`src/rtl/lif_layer.sv`:
```
// N_CH-channel leaky integrate-and-fire neuron layer with saturating integration,
// configurable reset mode and refractory period. Optional spike counters: LIF_SPIKE_CNT_EN.
module lif_layer #(
    parameter int N_CH       = 4,
    parameter int W          = 8,
    parameter int REFRAC_W   = 4,
    parameter int THRESH_RST = 200,
    parameter int LEAK_RST   = 1,
    parameter int CNT_W      = 8
) (
    input  logic                  clk,
    input  logic                  reset_n,
    input  logic                  en,
    input  logic [N_CH*W-1:0]     current,
    input  logic                  cfg_we,
    input  logic [W-1:0]          cfg_thresh,
    input  logic [2:0]            cfg_leak,
    input  logic [REFRAC_W-1:0]   cfg_refrac,
    input  logic                  cfg_sub,
`ifdef LIF_SPIKE_CNT_EN
    input  logic                  cnt_clr,
    output logic [N_CH*CNT_W-1:0] spike_cnt,
`endif
    output logic [N_CH*W-1:0]     state,
    output logic [N_CH-1:0]       spike,
    output logic                  spike_any
);

    logic [W-1:0]        thresh_q;
    logic [2:0]          leak_q;
    logic [REFRAC_W-1:0] refrac_q;
    logic                sub_q;

    logic [W-1:0]        state_q [N_CH];
    logic [REFRAC_W-1:0] refr_q  [N_CH];
    logic [N_CH-1:0]     spike_q;

    logic [W-1:0]        decay [N_CH];
    logic [W-1:0]        sat   [N_CH];
    logic [N_CH-1:0]     fire;

    // Per-channel step datapath; all of it reads the registered config, so a
    // config write landing in the same cycle as a step only affects later steps.
    always_comb begin
        for (int i = 0; i < N_CH; i++) begin
            logic [W:0] sum;
            // NOTE: every always_comb output gets a value on every path, otherwise a latch is inferred.
            decay[i] = (32'(leak_q) >= W) ? '0 : (state_q[i] >> leak_q);
            sum      = {1'b0, current[i*W +: W]} + {1'b0, decay[i]};
            sat[i]   = sum[W] ? '1 : sum[W-1:0];
            fire[i]  = (refr_q[i] == '0) && (sat[i] >= thresh_q);
        end
    end

    // NOTE: sequential state uses non-blocking assignments only, so every channel sees pre-edge values.
    always_ff @(posedge clk or negedge reset_n) begin
        if (!reset_n) begin
            thresh_q <= W'(THRESH_RST);
            leak_q   <= 3'(LEAK_RST);
            refrac_q <= '0;
            sub_q    <= 1'b0;
            spike_q  <= '0;
            // NOTE: the per-channel arrays are small flop banks, not RAM, so resetting them is intended.
            for (int i = 0; i < N_CH; i++) begin
                state_q[i] <= '0;
                refr_q[i]  <= '0;
            end
        end else begin
            if (cfg_we) begin
                thresh_q <= cfg_thresh;
                leak_q   <= cfg_leak;
                refrac_q <= cfg_refrac;
                sub_q    <= cfg_sub;
            end
            if (en) begin
                for (int i = 0; i < N_CH; i++) begin
                    if (refr_q[i] != '0) begin
                        // Refractory: leak only, input ignored.
                        refr_q[i]  <= refr_q[i] - 1'b1;
                        state_q[i] <= decay[i];
                        spike_q[i] <= 1'b0;
                    end else if (fire[i]) begin
                        spike_q[i] <= 1'b1;
                        state_q[i] <= sub_q ? (sat[i] - thresh_q) : '0;
                        refr_q[i]  <= refrac_q;
                    end else begin
                        spike_q[i] <= 1'b0;
                        state_q[i] <= sat[i];
                    end
                end
            end else begin
                spike_q <= '0;
            end
        end
    end

    always_comb begin
        state = '0;
        for (int i = 0; i < N_CH; i++) begin
            state[i*W +: W] = state_q[i];
        end
    end

    assign spike     = spike_q;
    assign spike_any = |spike_q;

`ifdef LIF_SPIKE_CNT_EN
    logic [CNT_W-1:0] cnt_q [N_CH];

    // Counts steps that fire; clear wins over a same-cycle increment.
    always_ff @(posedge clk or negedge reset_n) begin
        if (!reset_n) begin
            for (int i = 0; i < N_CH; i++) cnt_q[i] <= '0;
        end else if (cnt_clr) begin
            for (int i = 0; i < N_CH; i++) cnt_q[i] <= '0;
        end else if (en) begin
            for (int i = 0; i < N_CH; i++) begin
                if (fire[i] && (cnt_q[i] != '1)) cnt_q[i] <= cnt_q[i] + 1'b1;
            end
        end
    end

    always_comb begin
        spike_cnt = '0;
        for (int i = 0; i < N_CH; i++) begin
            spike_cnt[i*CNT_W +: CNT_W] = cnt_q[i];
        end
    end
`endif

endmodule

```
`config.mk`:
```
export PLATFORM = sky130hd
export DESIGN_NAME = lif_layer
export DESIGN_NICKNAME = d
export VERILOG_FILES = /design/src/rtl/lif_layer.sv
export SDC_FILE = /design/constraint.sdc
export NUM_CORES = 1
export LEC_CHECK = 0
export ABC_AREA = 1
export BUFFER_PORTS_ARGS = -buffer_cell sky130_fd_sc_hd__buf_4
export CORE_ASPECT_RATIO = 1.75
export CORE_MARGIN = 5
export CORE_UTILIZATION = 45
export CTS_CLUSTER_DIAMETER = 50
export DETAILED_ROUTE_END_ITERATION = 6
export PLACE_DENSITY_LB_ADDON = 0.1
export REMOVE_ABC_BUFFERS = 1
export SYNTH_ARGS = -nofsm -noshare
export SYNTH_HDL_FRONTEND = slang
export SYNTH_SLANG_ARGS = --single-unit
export TNS_END_PERCENT = 20
```
`constraint.sdc`:
```
create_clock -name clk -period 3.6 [get_ports clk]
set_input_delay 0.18 -clock clk [delete_from_list [all_inputs] [get_ports clk]]
set_output_delay 0.18 -clock clk [all_outputs]
set_load 0.1 [all_outputs]
```
==> impl_metrics.toml <==
[synth]
synth-edff-count = 0
ys_ff_latch = 68
yosysWarnings = 0
syn_inst = 1303
synth_cell_types = 53
syn_area_per_cell_um2 = 6.21
synth.cell_area_um2 = 8090
async_flop_share_pct = 100
synth_flop_cell = "dfrtp_1"
synth_seq_area_share_pct = 21.1

[route]
routed.top_layer = "met4"
m1WireLength_mm = 10.4
ant_nets = 0
vias_per_cell = 5.19
drt-initial-drc-count = 399
detail_route.first_pass.iterations = 4
wl_per_cell_um = 15.7
wl_met2_mm = 15.0
vias = 9290
routed_wl_mm = 28.1
route.met3.wl_mm = 1.28
route.detailed.drc = 0

[timing]
setup_viol = 39
rsz0062_at_grt = "yes"
setup_slack_ps = -178
finalMaxSlewViolations = 0
skew_ps = 7.16
fin_crit_sh_pct = 105
max_freq_ghz = 0.265
slew_headroom_pct = 36.6
period_minus_slack_ps = 3780
whs_ps = 43.9
worstMarginPinSlew_ps = 951
hold_viol = 0

[die]
die_h_um = 187
initial_core_util_pct = 45.2
pin_count = 89
die-width_um = 111
num_rows = 65
core_area_um2 = 17900
die-area_um2 = 20900

[global_routing]
overflow = 0
grt_max_degree = 69
grt_pass1_vias = 9464
grt_pass1_wl_mm = 44.9
grt_usage_pct = 26.4
antenna_found_initial = 0

[clock_tree]
clock_latency_ps = 340
cts.clk_slew.worst_paths_ps = 60
cts_max_level = 3
cts_buffers = 9
cts_tree = "done"
clock-sinks = 68
cts-root-buf = "clkbuf_16"
clk_path_buf_depth = 2

[power_and_ir_drop]
p_sw_share_pct = 53.4
p_sw_mw = 5.08
p_int_mw = 4.43
powerDensity_nw_per_um2 = 846
cellLeakagePower_nw = 6.11
p_seq_share_pct = 13.5
clock_power_share_pct = 9.5
p_comb_share_pct = 77.0
peakVddDrop_v = 0.000480

[critical_path]
cp.arrival_ps = 4010
worstPathRequired_ps = 3830
crit_path_start_kind = "flip-flop"
cp_max_fo = 5
worstSetupPathType = "flip-flop to flip-flop"
crit_path_end_kind = "flip-flop"

[final_layout]
drive_above_1_share_pct = 30.6
finish.utilization_pct = 62.8
syn_to_final_growth_pct = 38.9
design_area_um2 = 11200
final_common_cell = "nand2_1"
layout_common_cells = "nand2_1, buf_4, inv_1"
stdcell_count = 1789
final_nets = 1679
antenna_cells = 0
num-fill-cells = 1749

[hold_path]
hold_class = "input port to flip-flop"

[placed_design]
dpl.cell_count = 1761
place.port_buffers = 88
dpl_cell_area_um2 = 10200
dpl.hpwl_mm = 20.8
gp_congestion = 0.975

[outcome]
violations = "setup timing"
status = "finished, violations left"

[run]
cap_violations = 0
-- cell usage after synthesis, types with 11 or more instances --
library cell / count / area share, %
or2_2: 16 / 1.2
a21oi_1: 48 / 3.0
o21ai_0: 42 / 2.6
inv_2: 13 / 0.60
dfrtp_1: 64 / 20
ha_1: 68 / 11
o21ai_1: 14 / 0.87
buf_2: 11 / 0.68
nand3_1: 150 / 9.3
nand2_2: 13 / 1.0
nand2_1: 443 / 21
nand4_1: 12 / 0.93
nor2_1: 84 / 3.9
clkbuf_1: 11 / 0.51
inv_1: 186 / 8.6
xnor2_1: 12 / 1.3
-- power by group through the flow --
stage | clock network (mW) | logic [mW] | registers (mW)
6_report | 0.903 | 7.32 | 1.28
3_5_place_dp | 0 | 6.60 | 1.28
2_1_floorplan | 0 | 3.37 | 2.27
5_1_grt | 0.940 | 8.02 | 1.31
3_3_place_gp | 0 | 6.53 | 1.28
4_1_cts | 0.908 | 7.08 | 1.27
-- state kept, by name, summed over array words and instances, names as in the netlist --
name,cells
leak_q,3
refr_q,16
refrac_q,4
spike,4
state,32
sub_q,1
thresh_q,8
-- area by class of cell --
class                           count  area [µm²]  share of cell area (%)
Timing Repair Buffer              269        2140                    19.1
Timing Repair inverter              1        8.76                  0.0780
Inverter                          204         792                    7.05
Clock buffer                       13         250                    2.23
Sequential cell                    68        1710                    15.2
Tap cell                          234         293                    2.61
Multi-Input combinational cell    998        6010                    53.5
Clock inverter                      2        35.0                   0.312
-- critical path, stage by stage (launching register included) --
cell and delay (ps):
dfstp_2 550, buf_12 150, buf_8 120, o211ai_1 100
nand3_2 110, nand2_4 70, ha_4 170, fa_2 390
nand2_2 80, nand3_2 80, nand2_2 100, nor2_2 40
nor2_2 110, nand2_1 80, inv_1 60, ha_2 160
inv_2 40, fa_2 370, nand2_2 70, nand3_2 80
nand2_2 110, buf_6 110, xor2_2 110, nor2_1 60
nand2_1 110, nand2_1 70, nor2_1 130, nor2_1 50
-- path summary, 6_finish.rpt --
path,from,endpoint,slack [ps],depth (start not counted)
setup / recovery,leak_q[0]$_DFFE_PN1P_,state[12]$_DFFE_PN0P_,-180,27
hold / removal,cfg_thresh[6],thresh_q[6]$_DFFE_PN1P_,40,3
setup reg to reg,leak_q[0]$_DFFE_PN1P_,state[12]$_DFFE_PN0P_,-180,27
hold reg to reg,refr_q[2]$_DFFE_PN0P_,refr_q[2]$_DFFE_PN0P_,500,2
max in group asynchronous,reset_n,state[6]$_DFFE_PN0P_,2430,2
min in group asynchronous,reset_n,state[31]$_DFFE_PN0P_,520,2
-- cell families (layout without fill, tap and decap cells) --
family                   count (synthesis)  after routing  synth area share, %
AO/OA/AOI/OAI                          144            144                 10.8
XOR/XNOR                                20             20                 2.17
adder cells (fa/ha/maj)                 76             76                 12.5
buffers and inverters                  238            489                 12.2
flip-flops                              68             68                 21.1
multiplexers                             3              3                0.418
AND/OR/NAND/NOR                        754            755                 40.8
-- timing repair --
item | 4_1_cts | 5_1_grt
setup endpoints to repair | 50 | 52
buffers inserted | 6 | 2
pin swaps | 28 | 30
cloned | 3 | 1
resized for setup | 99 | 45
endpoints found under the hold margin | 3 | 0
hold buffers | 1 | 0
-- metal layers --
metal | global-route usage (%) | vias up
met5 | 0 | -
met3 | 3.85 | 94
met1 | 27.7 | 4280
met4 | 14.8 | 0
met2 | 49.6 | 279
li1 | - | 4637
-- metrics by stage --
stage	setup TNS [ps]	setup slack, ps	power (mW)
after floorplan	-18070	-441	5.64
after global placement	-5700	-199	7.81
after detailed placement	-8520	-307	7.88
after CTS	-1340	-78.9	9.26
after global routing	-15140	-420	10.3
final	-3400	-178	9.51
No activity file was read; power rests on OpenSTA's default activity.
